<file path="config.mk">
export PLATFORM = sky130hd
export DESIGN_NAME = bram_arb_ctrl
export DESIGN_NICKNAME = d
export VERILOG_FILES = /design/src/rtl/bram_arb_ctrl.sv
export SDC_FILE = /design/constraint.sdc
export NUM_CORES = 1
export LEC_CHECK = 0
export ABC_AREA = 1
export ABC_CLOCK_PERIOD_IN_PS = 1100
export BUFFER_PORTS_ARGS = -buffer_cell sky130_fd_sc_hd__buf_2
export CORE_UTILIZATION = 42
export CTS_CLUSTER_DIAMETER = 150
export DETAILED_ROUTE_END_ITERATION = 12
export PLACE_DENSITY_LB_ADDON = 0.1
export SYNTH_ARGS = -nofsm -noshare
export SYNTH_HDL_FRONTEND = slang
export SYNTH_SLANG_ARGS = --single-unit
</file>
<file path="constraint.sdc">
create_clock -name clk -period 1.1 [get_ports clk]
set_input_delay 0.055 -clock clk [delete_from_list [all_inputs] [get_ports clk]]
set_output_delay 0.055 -clock clk [all_outputs]
set_load 0.02 [all_outputs]
</file>
<file path="src/rtl/bram_arb_ctrl.sv">
// Round-robin arbiter/sequencer letting ports A and B share one single-port BRAM.
// Every output is registered; read data comes back READ_LAT+1 cycles after the grant pulse.
module bram_arb_ctrl #(
  parameter int ADDR_W   = 13,
  parameter int DATA_W   = 8,
  parameter int READ_LAT = 1
) (
  input  logic              clk,
  input  logic              rst_n,
  input  logic              a_req,
  input  logic              a_we,
  input  logic [ADDR_W-1:0] a_addr,
  input  logic [DATA_W-1:0] a_wdata,
  output logic              a_gnt,
  output logic              a_rvalid,
  output logic [DATA_W-1:0] a_rdata,
  input  logic              b_req,
  input  logic              b_we,
  input  logic [ADDR_W-1:0] b_addr,
  input  logic [DATA_W-1:0] b_wdata,
  output logic              b_gnt,
  output logic              b_rvalid,
  output logic [DATA_W-1:0] b_rdata,
  output logic              bram_en,
  output logic              bram_we,
  output logic [ADDR_W-1:0] bram_addr,
  output logic [DATA_W-1:0] bram_din,
  input  logic [DATA_W-1:0] bram_dout
);

  // Handshake: a requester raises req with we/addr/wdata stable and holds them
  // until it sees its one-cycle gnt; only in the cycle after gnt may it drop req
  // or present a new transaction. rvalid is a one-cycle pulse qualifying rdata.
  typedef enum logic [1:0] {IDLE = 2'd0, ISSUE = 2'd1, RDWAIT = 2'd2} state_t;

  state_t              state, state_n;
  logic [1:0]          cnt, cnt_n;
  logic                last_grant, last_grant_n;  // 0 = A, 1 = B; also owner of the read in flight
  logic                a_gnt_n, b_gnt_n, a_rvalid_n, b_rvalid_n;
  logic                bram_en_n, bram_we_n;
  logic [ADDR_W-1:0]   bram_addr_n;
  logic [DATA_W-1:0]   bram_din_n, a_rdata_n, b_rdata_n;

  always_ff @(posedge clk or negedge rst_n) begin
    if (!rst_n) begin
      state      <= IDLE;
      cnt        <= 2'd0;
      last_grant <= 1'b1;
      a_gnt      <= 1'b0;
      b_gnt      <= 1'b0;
      a_rvalid   <= 1'b0;
      b_rvalid   <= 1'b0;
      a_rdata    <= '0;
      b_rdata    <= '0;
      bram_en    <= 1'b0;
      bram_we    <= 1'b0;
      bram_addr  <= '0;
      bram_din   <= '0;
    end else begin
      state      <= state_n;
      cnt        <= cnt_n;
      last_grant <= last_grant_n;
      a_gnt      <= a_gnt_n;
      b_gnt      <= b_gnt_n;
      a_rvalid   <= a_rvalid_n;
      b_rvalid   <= b_rvalid_n;
      a_rdata    <= a_rdata_n;
      b_rdata    <= b_rdata_n;
      bram_en    <= bram_en_n;
      bram_we    <= bram_we_n;
      bram_addr  <= bram_addr_n;
      bram_din   <= bram_din_n;
    end
  end

  always_comb begin
    state_n      = state;
    cnt_n        = cnt;
    last_grant_n = last_grant;
    a_gnt_n      = 1'b0;
    b_gnt_n      = 1'b0;
    a_rvalid_n   = 1'b0;
    b_rvalid_n   = 1'b0;
    a_rdata_n    = a_rdata;
    b_rdata_n    = b_rdata;
    bram_en_n    = 1'b0;
    bram_we_n    = 1'b0;
    bram_addr_n  = bram_addr;
    bram_din_n   = bram_din;
    case (state)
      IDLE: begin
        // On a tie A wins only if B had the previous grant.
        if (a_req && (!b_req || last_grant)) begin
          bram_en_n    = 1'b1;
          bram_we_n    = a_we;
          bram_addr_n  = a_addr;
          bram_din_n   = a_wdata;
          a_gnt_n      = 1'b1;
          last_grant_n = 1'b0;
          state_n      = ISSUE;
        end else if (b_req) begin
          bram_en_n    = 1'b1;
          bram_we_n    = b_we;
          bram_addr_n  = b_addr;
          bram_din_n   = b_wdata;
          b_gnt_n      = 1'b1;
          last_grant_n = 1'b1;
          state_n      = ISSUE;
        end
      end
      ISSUE: begin
        if (bram_we) begin
          state_n = IDLE;
        end else begin
          state_n = RDWAIT;
          cnt_n   = 2'(READ_LAT - 1);
        end
      end
      RDWAIT: begin
        if (cnt == 2'd0) begin
          if (last_grant) begin
            b_rdata_n  = bram_dout;
            b_rvalid_n = 1'b1;
          end else begin
            a_rdata_n  = bram_dout;
            a_rvalid_n = 1'b1;
          end
          state_n = IDLE;
        end else begin
          cnt_n = cnt - 2'd1;
        end
      end
      default: state_n = IDLE;
    endcase
  end

endmodule

</file>
==> results of run 1 <==
[cells in the final DEF, fill, tap and decap left out, drive strengths merged]
cell type and n:
nor2 2, clkbuf 7, dfstp 1, dfrtp 47
inv 19, nand2 111, ha 1, bufinv 1
buf 119, clkinv 1, nand3 47, o21ai 19
clkinvlp 1, nand3b 1, dlygate4sd3 3, nor3 1
[stage by stage]
stage | hold slack [ns] | TNS, ns | cells | setup slack [ns]
6_report | 0.0244 | -4.79 | 451 | -0.159
5_1_grt | 0.0290 | -6.90 | 451 | -0.213
4_1_cts | 0.00914 | -4.00 | 446 | -0.153
3_5_place_dp | -0.0200 | -3.17 | 433 | -0.139
3_3_place_gp | -0.0228 | -2.63 | 433 | -0.112
2_1_floorplan | -0.241 | -1.12 | 263 | -0.0522
[worst register-to-register path, cell delays in order, from the launching register on]
cell and delay, ns:
dfstp_2 0.55, inv_2 0.05, nand2_4 0.11, nand3_4 0.14, buf_6 0.18, nand3_1 0.06
nand2_1 0.06
[layer usage]
layer | part of all wire, % | global-route usage, % | up-vias | wire (µm)
met3 | 5.3 | 4.89 | 6 | 299
met2 | 50 | 37.1 | 85 | 2830
met4 | 1.1 | 5.76 | 0 | 65
met5 | 0 | 0 | - | 0
met1 | 44 | 26.5 | 978 | 2490
li1 | - | - | 1073 | -
[cell type report]
| type | count | area, µm² | area share [%] |
|---|---|---|---|
| clock buffer | 5 | 68.8 | 2.05 |
| clock inverter | 3 | 42.5 | 1.26 |
| inverter | 19 | 71.3 | 2.12 |
| multi-input combinational | 182 | 1040 | 31.1 |
| sequential | 48 | 1200 | 35.8 |
| tap | 70 | 87.6 | 2.60 |
| timing repair buffer | 124 | 846 | 25.1 |
[registers in the layout (all words and copies together), names as in the netlist]
register,count
bram_addr,13
a_rdata,8
b_rdata,8
bram_din,8
cnt,2
state,2
a_gnt,1
a_rvalid,1
b_gnt,1
b_rvalid,1
bram_en,1
bram_we,1
last_grant,1
[power groups by stage]
stage	Combinational (mW)	Clock (mW)	Sequential [mW]
3_3_place_gp	4.15	0	3.03
2_1_floorplan	1.95	0	3.92
4_1_cts	4.58	1.31	3.02
5_1_grt	5.46	1.37	3.21
3_5_place_dp	4.23	0	3.03
6_report	4.97	1.28	3.12
[repair_timing]
item                                    in CTS  in global routing
resized for setup                           18                 30
buffers inserted                             0                  3
hold buffers                                 3                  0
gates cloned                                 2                  2
endpoints found under the setup margin      46                 47
endpoints found under the hold margin       49                  0
pin swaps                                    0                  6
[how the worst max path moves through the flow]
| stage | from | to | slack [ns] | cells after the start |
|---|---|---|---|---|
| floorplan | last_grant | bram_addr[10] | -0.05 | 6 |
| global placement | last_grant | bram_addr[10] | -0.11 | 6 |
| detailed placement | last_grant | bram_addr[8] | -0.14 | 7 |
| CTS | last_grant | bram_addr[8] | -0.15 | 7 |
| global route | last_grant | bram_addr[9] | -0.21 | 6 |
| finish | last_grant | bram_din[1] | -0.16 | 6 |
[logic make-up after synthesis]
family          Yosys count  share of synthesized area, %
flops                    48                          53.2
compound gates           19                          6.53
fa+ha+maj                 1                         0.553
buf+inv                  33                          7.69
simple gates            162                          32.0
==> run_summary.xml, run 1 <==
<?xml version="1.0" encoding="UTF-8"?>
<metrics>
  <group name="status">
    <metric name="status" unit="">finished with violations</metric>
    <metric name="violations" unit="">negative setup slack</metric>
  </group>
  <group name="synthesis">
    <metric name="synth.avg_cell_area" unit="µm²">8.60</metric>
    <metric name="synth.most_common_cell" unit="">nand2_1</metric>
    <metric name="number_of_flops_mapped_to_enable_cells_by_yosys" unit="">0</metric>
    <metric name="synth-seq-area-share" unit="%">53.2</metric>
    <metric name="synthDominantCellAreaShare" unit="%">52.0</metric>
    <metric name="synth.net_count" unit="">320</metric>
    <metric name="post_synth_arst_share" unit="%">100</metric>
    <metric name="synth-main-ff-cell" unit="">dfrtp_1</metric>
    <metric name="synth.distinct_cells" unit="">21</metric>
    <metric name="most_numerous_cell_types_in_the_synthesized_netlist" unit="">107 x nand2_1, 47 x dfrtp_1, 44 x nand3_1, 18 x inv_1, 14 x o21ai_2</metric>
    <metric name="number_of_warnings_issued_by_yosys" unit="">0</metric>
    <metric name="ys_top_cells_by_area" unit="">dfrtp_1 52%, nand2_1 18%, nand3_1 9.7%</metric>
    <metric name="syn-cell-area" unit="mm²">0.00226</metric>
    <metric name="synth.largest_area_cell" unit="">dfrtp_1</metric>
    <metric name="synthCells" unit="">263</metric>
    <metric name="ys_ff_latch" unit="">48</metric>
  </group>
  <group name="critical_path">
    <metric name="timing.critical_path.cells" unit="">inv_2 &gt; nand2_4 &gt; nand3_4 &gt; buf_6 &gt; nand3_1 &gt; nand2_1</metric>
    <metric name="criticalPathCategory" unit="">flip-flop to flip-flop</metric>
    <metric name="reg2reg_setup_slack" unit="ns">-0.16</metric>
    <metric name="critical_path_required" unit="ns">1.30</metric>
    <metric name="critPathBufInv" unit="">2</metric>
    <metric name="worst-path-max-fanout" unit="">9</metric>
    <metric name="crit_path_max_incr_delay" unit="ns">0.55</metric>
    <metric name="r2r_start" unit="">last_grant</metric>
    <metric name="setup.worst_path.end_class" unit="">flip-flop</metric>
    <metric name="crit_slowest_cell" unit="">dfstp_2</metric>
    <metric name="worst-endpoint-arrival" unit="ns">1.45</metric>
    <metric name="kind_of_cell_adding_the_most_delay_to_the_critical_path" unit="">flip-flops</metric>
    <metric name="reg2regPathDepth" unit="">6</metric>
    <metric name="ff_to_ff_end" unit="">bram_din[1]</metric>
    <metric name="worst_setup_path_start_kind" unit="">flip-flop</metric>
  </group>
  <group name="route">
    <metric name="drt-total-wl" unit="µm">5690</metric>
    <metric name="drt_first_pass_iters" unit="">4</metric>
    <metric name="drtAntennaViolNets" unit="">0</metric>
    <metric name="first_iter_violations" unit="">76</metric>
    <metric name="route.detailed.vias_per_inst" unit="">4.75</metric>
    <metric name="routed-via-count" unit="">2142</metric>
    <metric name="detail_route.drc_violations" unit="">0</metric>
    <metric name="wl_per_cell" unit="µm">12.6</metric>
  </group>
  <group name="layout">
    <metric name="post_route_cells_drive_above_1_share" unit="%">47.5</metric>
    <metric name="layout-area-overhead-vs-synth" unit="%">48.8</metric>
    <metric name="filler_cell_count" unit="">456</metric>
    <metric name="postLayoutCoreUtil" unit="%">65.4</metric>
    <metric name="antenna_cells_inserted" unit="">0</metric>
    <metric name="final_area" unit="mm²">0.00336</metric>
    <metric name="final_net_count" unit="">437</metric>
  </group>
  <group name="timing">
    <metric name="final-setup-viol-count" unit="">44</metric>
    <metric name="setup_ws" unit="ns">-0.159</metric>
    <metric name="worst_clock_skew" unit="ns">0.00645</metric>
    <metric name="max_slew_margin" unit="%">77.3</metric>
    <metric name="period_minus_slack" unit="ns">1.26</metric>
    <metric name="setup_repair_after_global_routing_missed_its_margin" unit="">true</metric>
    <metric name="finalMaxSlewViolations" unit="">0</metric>
    <metric name="fmax" unit="MHz">794</metric>
    <metric name="tightest_slew" unit="ns">0.341</metric>
    <metric name="final_hold_violating_endpoints" unit="">0</metric>
    <metric name="min_period_over_period" unit="%">114</metric>
  </group>
  <group name="power_and_ir_drop">
    <metric name="power_share_of_the_combinational_group" unit="%">53.1</metric>
    <metric name="leakagePower" unit="nW">1.90</metric>
    <metric name="p_int" unit="mW">5.30</metric>
    <metric name="clock_power_share" unit="%">13.6</metric>
    <metric name="power_frac_seq" unit="%">33.3</metric>
    <metric name="power.switching_fraction" unit="%">43.4</metric>
    <metric name="peakVddDrop" unit="mV">1.05</metric>
    <metric name="finalPower" unit="mW">9.37</metric>
    <metric name="p_switching" unit="mW">4.07</metric>
    <metric name="power.density" unit="mW/mm²">2790</metric>
  </group>
  <group name="place">
    <metric name="number_of_port_buffers" unit="">98</metric>
    <metric name="placed_cell_area" unit="mm²">0.00293</metric>
    <metric name="place.detailed.hpwl" unit="µm">3820</metric>
    <metric name="place_congestion" unit="">0.762</metric>
  </group>
  <group name="worst_hold_path">
    <metric name="hold_depth" unit="">3</metric>
    <metric name="hold_start" unit="">bram_dout[7]</metric>
    <metric name="timing.hold.worst_endpoint" unit="">a_rdata[7]</metric>
    <metric name="hold_path_class" unit="">input pin to flip-flop</metric>
  </group>
  <group name="clocking">
    <metric name="cts_num_sinks" unit="">48</metric>
    <metric name="htreeDepth" unit="">2</metric>
    <metric name="clk_pin_slew" unit="ns">0.09</metric>
    <metric name="clk_path_buf_depth" unit="">2</metric>
    <metric name="worstSkewPairLatency" unit="ns">0.30</metric>
    <metric name="cts_inserted_buffers" unit="">5</metric>
    <metric name="tritoncts_clock_tree" unit="">yes</metric>
    <metric name="root_buffer" unit="">clkbuf_8</metric>
  </group>
  <group name="global_route">
    <metric name="grt_first_pass_wirelength" unit="µm">9020</metric>
    <metric name="number_of_antenna_violations_at_the_first_check_in_global_routing" unit="">0</metric>
    <metric name="global_route.overflow_total" unit="">0</metric>
    <metric name="grt_max_degree" unit="">24</metric>
    <metric name="grt_pass1_vias" unit="">1923</metric>
    <metric name="gr-usage-all-layers" unit="%">21.2</metric>
  </group>
  <group name="floorplan">
    <metric name="placementRows" unit="">26</metric>
    <metric name="dieWidth" unit="µm">75.4</metric>
    <metric name="fp.coreArea" unit="mm²">0.00514</metric>
    <metric name="fp.dieH" unit="µm">75.4</metric>
    <metric name="fp.dieArea" unit="mm²">0.00568</metric>
    <metric name="start_util" unit="%">44.0</metric>
    <metric name="pin_count" unit="">99</metric>
  </group>
  <group name="run">
    <metric name="max_cap_viol_count" unit="">0</metric>
  </group>
</metrics>
No activity file was read; power rests on OpenSTA's default activity.
==> run 2: changes to the inputs <==
RECOVER_POWER = 25   (was unset)
==> run_summary.xml, run 2 (synthesis gave the netlist of run 1 again) <==
<?xml version="1.0" encoding="UTF-8"?>
<metrics>
  <group name="critical_path">
    <metric name="reg2regPathDepth" unit="">6</metric>
    <metric name="ff_to_ff_end" unit="">bram_din[1]</metric>
    <metric name="crit_path_max_incr_delay" unit="ns">0.55</metric>
    <metric name="timing.critical_path.cells" unit="">inv_2 &gt; nand2_4 &gt; nand3_4 &gt; buf_6 &gt; nand3_1 &gt; nand2_1</metric>
    <metric name="kind_of_cell_adding_the_most_delay_to_the_critical_path" unit="">flip-flops</metric>
    <metric name="critical_path_required" unit="ns">1.30</metric>
    <metric name="crit_slowest_cell" unit="">dfstp_2</metric>
    <metric name="reg2reg_setup_slack" unit="ns">-0.16</metric>
    <metric name="criticalPathCategory" unit="">flip-flop to flip-flop</metric>
    <metric name="worst-endpoint-arrival" unit="ns">1.45</metric>
    <metric name="crit_start" unit="">last_grant</metric>
    <metric name="setup.worst_path.end_class" unit="">flip-flop</metric>
    <metric name="worst_setup_path_start_kind" unit="">flip-flop</metric>
    <metric name="r2r_start" unit="">last_grant</metric>
    <metric name="critPathBufInv" unit="">2</metric>
    <metric name="worst-path-max-fanout" unit="">9</metric>
  </group>
  <group name="layout">
    <metric name="filler_cell_count" unit="">457</metric>
    <metric name="layout-area-overhead-vs-synth" unit="%">48.3</metric>
    <metric name="most-common-layout-cells" unit="">97 x buf_2, 94 x nand2_1, 47 x dfrtp_1</metric>
    <metric name="number_of_flip_flops_in_the_largest_register" unit="">13</metric>
    <metric name="instances_no_fill" unit="">451</metric>
    <metric name="final_net_count" unit="">437</metric>
    <metric name="regMostFlops" unit="">bram_addr</metric>
    <metric name="multi_input_area" unit="mm²">0.00104</metric>
    <metric name="post_route_cells_drive_above_1_share" unit="%">47.2</metric>
    <metric name="final_common_cell" unit="">buf_2</metric>
    <metric name="antenna_cells_inserted" unit="">0</metric>
    <metric name="layout.area.seq" unit="mm²">0.00120</metric>
  </group>
  <group name="global_route">
    <metric name="grt_pass1_vias" unit="">1923</metric>
    <metric name="number_of_antenna_violations_at_the_first_check_in_global_routing" unit="">0</metric>
    <metric name="global_route.overflow_total" unit="">0</metric>
    <metric name="grt_first_pass_wirelength" unit="µm">9020</metric>
    <metric name="gr-usage-all-layers" unit="%">21.2</metric>
    <metric name="grt_max_degree" unit="">24</metric>
  </group>
  <group name="clocking">
    <metric name="root_buffer" unit="">clkbuf_8</metric>
    <metric name="worstSkewPairLatency" unit="ns">0.30</metric>
    <metric name="htreeDepth" unit="">2</metric>
    <metric name="clk_pin_slew" unit="ns">0.09</metric>
    <metric name="tritoncts_clock_tree" unit="">yes</metric>
    <metric name="cts_inserted_buffers" unit="">5</metric>
    <metric name="cts_num_sinks" unit="">48</metric>
    <metric name="clk_path_buf_depth" unit="">2</metric>
  </group>
  <group name="power_and_ir_drop">
    <metric name="leakagePower" unit="nW">1.90</metric>
    <metric name="peakVddDrop" unit="mV">1.05</metric>
    <metric name="power_frac_seq" unit="%">33.3</metric>
    <metric name="power.density" unit="mW/mm²">2790</metric>
    <metric name="power.switching_fraction" unit="%">43.4</metric>
    <metric name="p_int" unit="mW">5.30</metric>
    <metric name="finalPower" unit="mW">9.37</metric>
    <metric name="clock_power_share" unit="%">13.6</metric>
    <metric name="p_switching" unit="mW">4.07</metric>
    <metric name="power_share_of_the_combinational_group" unit="%">53.1</metric>
  </group>
  <group name="status">
    <metric name="violations" unit="">negative setup slack</metric>
    <metric name="status" unit="">finished with violations</metric>
  </group>
  <group name="worst_hold_path">
    <metric name="hold_start" unit="">bram_dout[7]</metric>
    <metric name="timing.hold.worst_endpoint" unit="">a_rdata[7]</metric>
    <metric name="hold_path_class" unit="">input pin to flip-flop</metric>
    <metric name="hold_depth" unit="">3</metric>
  </group>
  <group name="floorplan">
    <metric name="fp.dieArea" unit="mm²">0.00568</metric>
    <metric name="pin_count" unit="">99</metric>
    <metric name="start_util" unit="%">44.0</metric>
    <metric name="placementRows" unit="">26</metric>
    <metric name="fp.coreArea" unit="mm²">0.00514</metric>
    <metric name="dieWidth" unit="µm">75.4</metric>
    <metric name="fp.dieH" unit="µm">75.4</metric>
  </group>
  <group name="timing">
    <metric name="tightest_slew" unit="ns">0.762</metric>
    <metric name="final-setup-viol-count" unit="">44</metric>
    <metric name="final_hold_violating_endpoints" unit="">0</metric>
    <metric name="setup_ws" unit="ns">-0.159</metric>
    <metric name="setup_repair_after_global_routing_missed_its_margin" unit="">true</metric>
    <metric name="max_slew_margin" unit="%">49.2</metric>
    <metric name="fmax" unit="MHz">794</metric>
    <metric name="finalMaxSlewViolations" unit="">0</metric>
    <metric name="period_minus_slack" unit="ns">1.26</metric>
    <metric name="worst_clock_skew" unit="ns">0.00645</metric>
    <metric name="min_period_over_period" unit="%">114</metric>
  </group>
  <group name="place">
    <metric name="preCtsSetupSlack" unit="ns">-0.139</metric>
    <metric name="place.detailed.hpwl" unit="µm">3820</metric>
    <metric name="place_congestion" unit="">0.762</metric>
    <metric name="numPlacedInstances" unit="">433</metric>
    <metric name="number_of_port_buffers" unit="">98</metric>
  </group>
  <group name="route">
    <metric name="drt-total-wl" unit="µm">5690</metric>
    <metric name="drt_first_pass_iters" unit="">4</metric>
    <metric name="routed-via-count" unit="">2143</metric>
    <metric name="drtAntennaViolNets" unit="">0</metric>
    <metric name="detail_route.drc_violations" unit="">0</metric>
    <metric name="first_iter_violations" unit="">76</metric>
    <metric name="route.detailed.vias_per_inst" unit="">4.75</metric>
    <metric name="wl_per_cell" unit="µm">12.6</metric>
  </group>
  <group name="run">
    <metric name="max_cap_viol_count" unit="">0</metric>
  </group>
</metrics>
-- run 2: worst max-delay path by stage --
stage,to,cells past startpoint
after floorplan,bram_addr[10],6
after global placement,bram_addr[10],6
after detailed placement,bram_addr[8],7
after CTS,bram_addr[8],7
after global routing,bram_addr[9],6
final,bram_din[1],6
-- run 2: layout make-up --
type / count / area share [%]
timing repair buffer: 124 / 24.9
clock inverter: 3 / 1.27
clock buffer: 5 / 2.05
inverter: 19 / 2.13
multi-input combinational: 182 / 31.2
sequential: 48 / 35.9
tap: 70 / 2.61
-- run 2: worst reg2reg max path, stage by stage (launching register included) --
cell and delay, ns:
dfstp_2 0.55, inv_2 0.05, nand2_4 0.11, nand3_4 0.14
buf_6 0.18, nand3_1 0.06, nand2_1 0.06
-- run 2: power by group through the flow --
stage | Clock, mW | Combinational [mW] | Sequential (mW)
after floorplan | 0 | 1.95 | 3.92
after global placement | 0 | 4.15 | 3.03
after detailed placement | 0 | 4.23 | 3.03
after CTS | 1.31 | 4.58 | 3.02
after global routing | 1.37 | 5.45 | 3.21
final | 1.28 | 4.97 | 3.12
-- run 2: timing repair --
action,CTS,global route
resized for setup,18,30
gates cloned,2,2
pin swaps,0,6
endpoints found under the hold margin,49,0
setup endpoints to repair,46,47
setup buffers,0,3
hold buffers,3,0
-- run 2: through the flow --
step	cell area (µm²)	util [%]	hold slack [ns]	setup TNS [ns]
after floorplan	2290	-	-0.241	-1.12
after global placement	2930	56.9	-0.0228	-2.63
after detailed placement	2930	56.9	-0.0200	-3.17
after CTS	3180	61.9	0.00914	-4.00
after global routing	3350	65.2	0.0290	-6.90
final	3350	65.2	0.0244	-4.80
-- run 2: routing by layer --
layer	vias up	part of all wire [%]	global-route usage, %	wire length, µm
met2	85	50	37.1	2840
li1	1072	-	-	-
met4	0	1.1	5.76	65
met1	980	44	26.5	2490
met5	-	0	0	0
met3	6	5.3	4.89	299
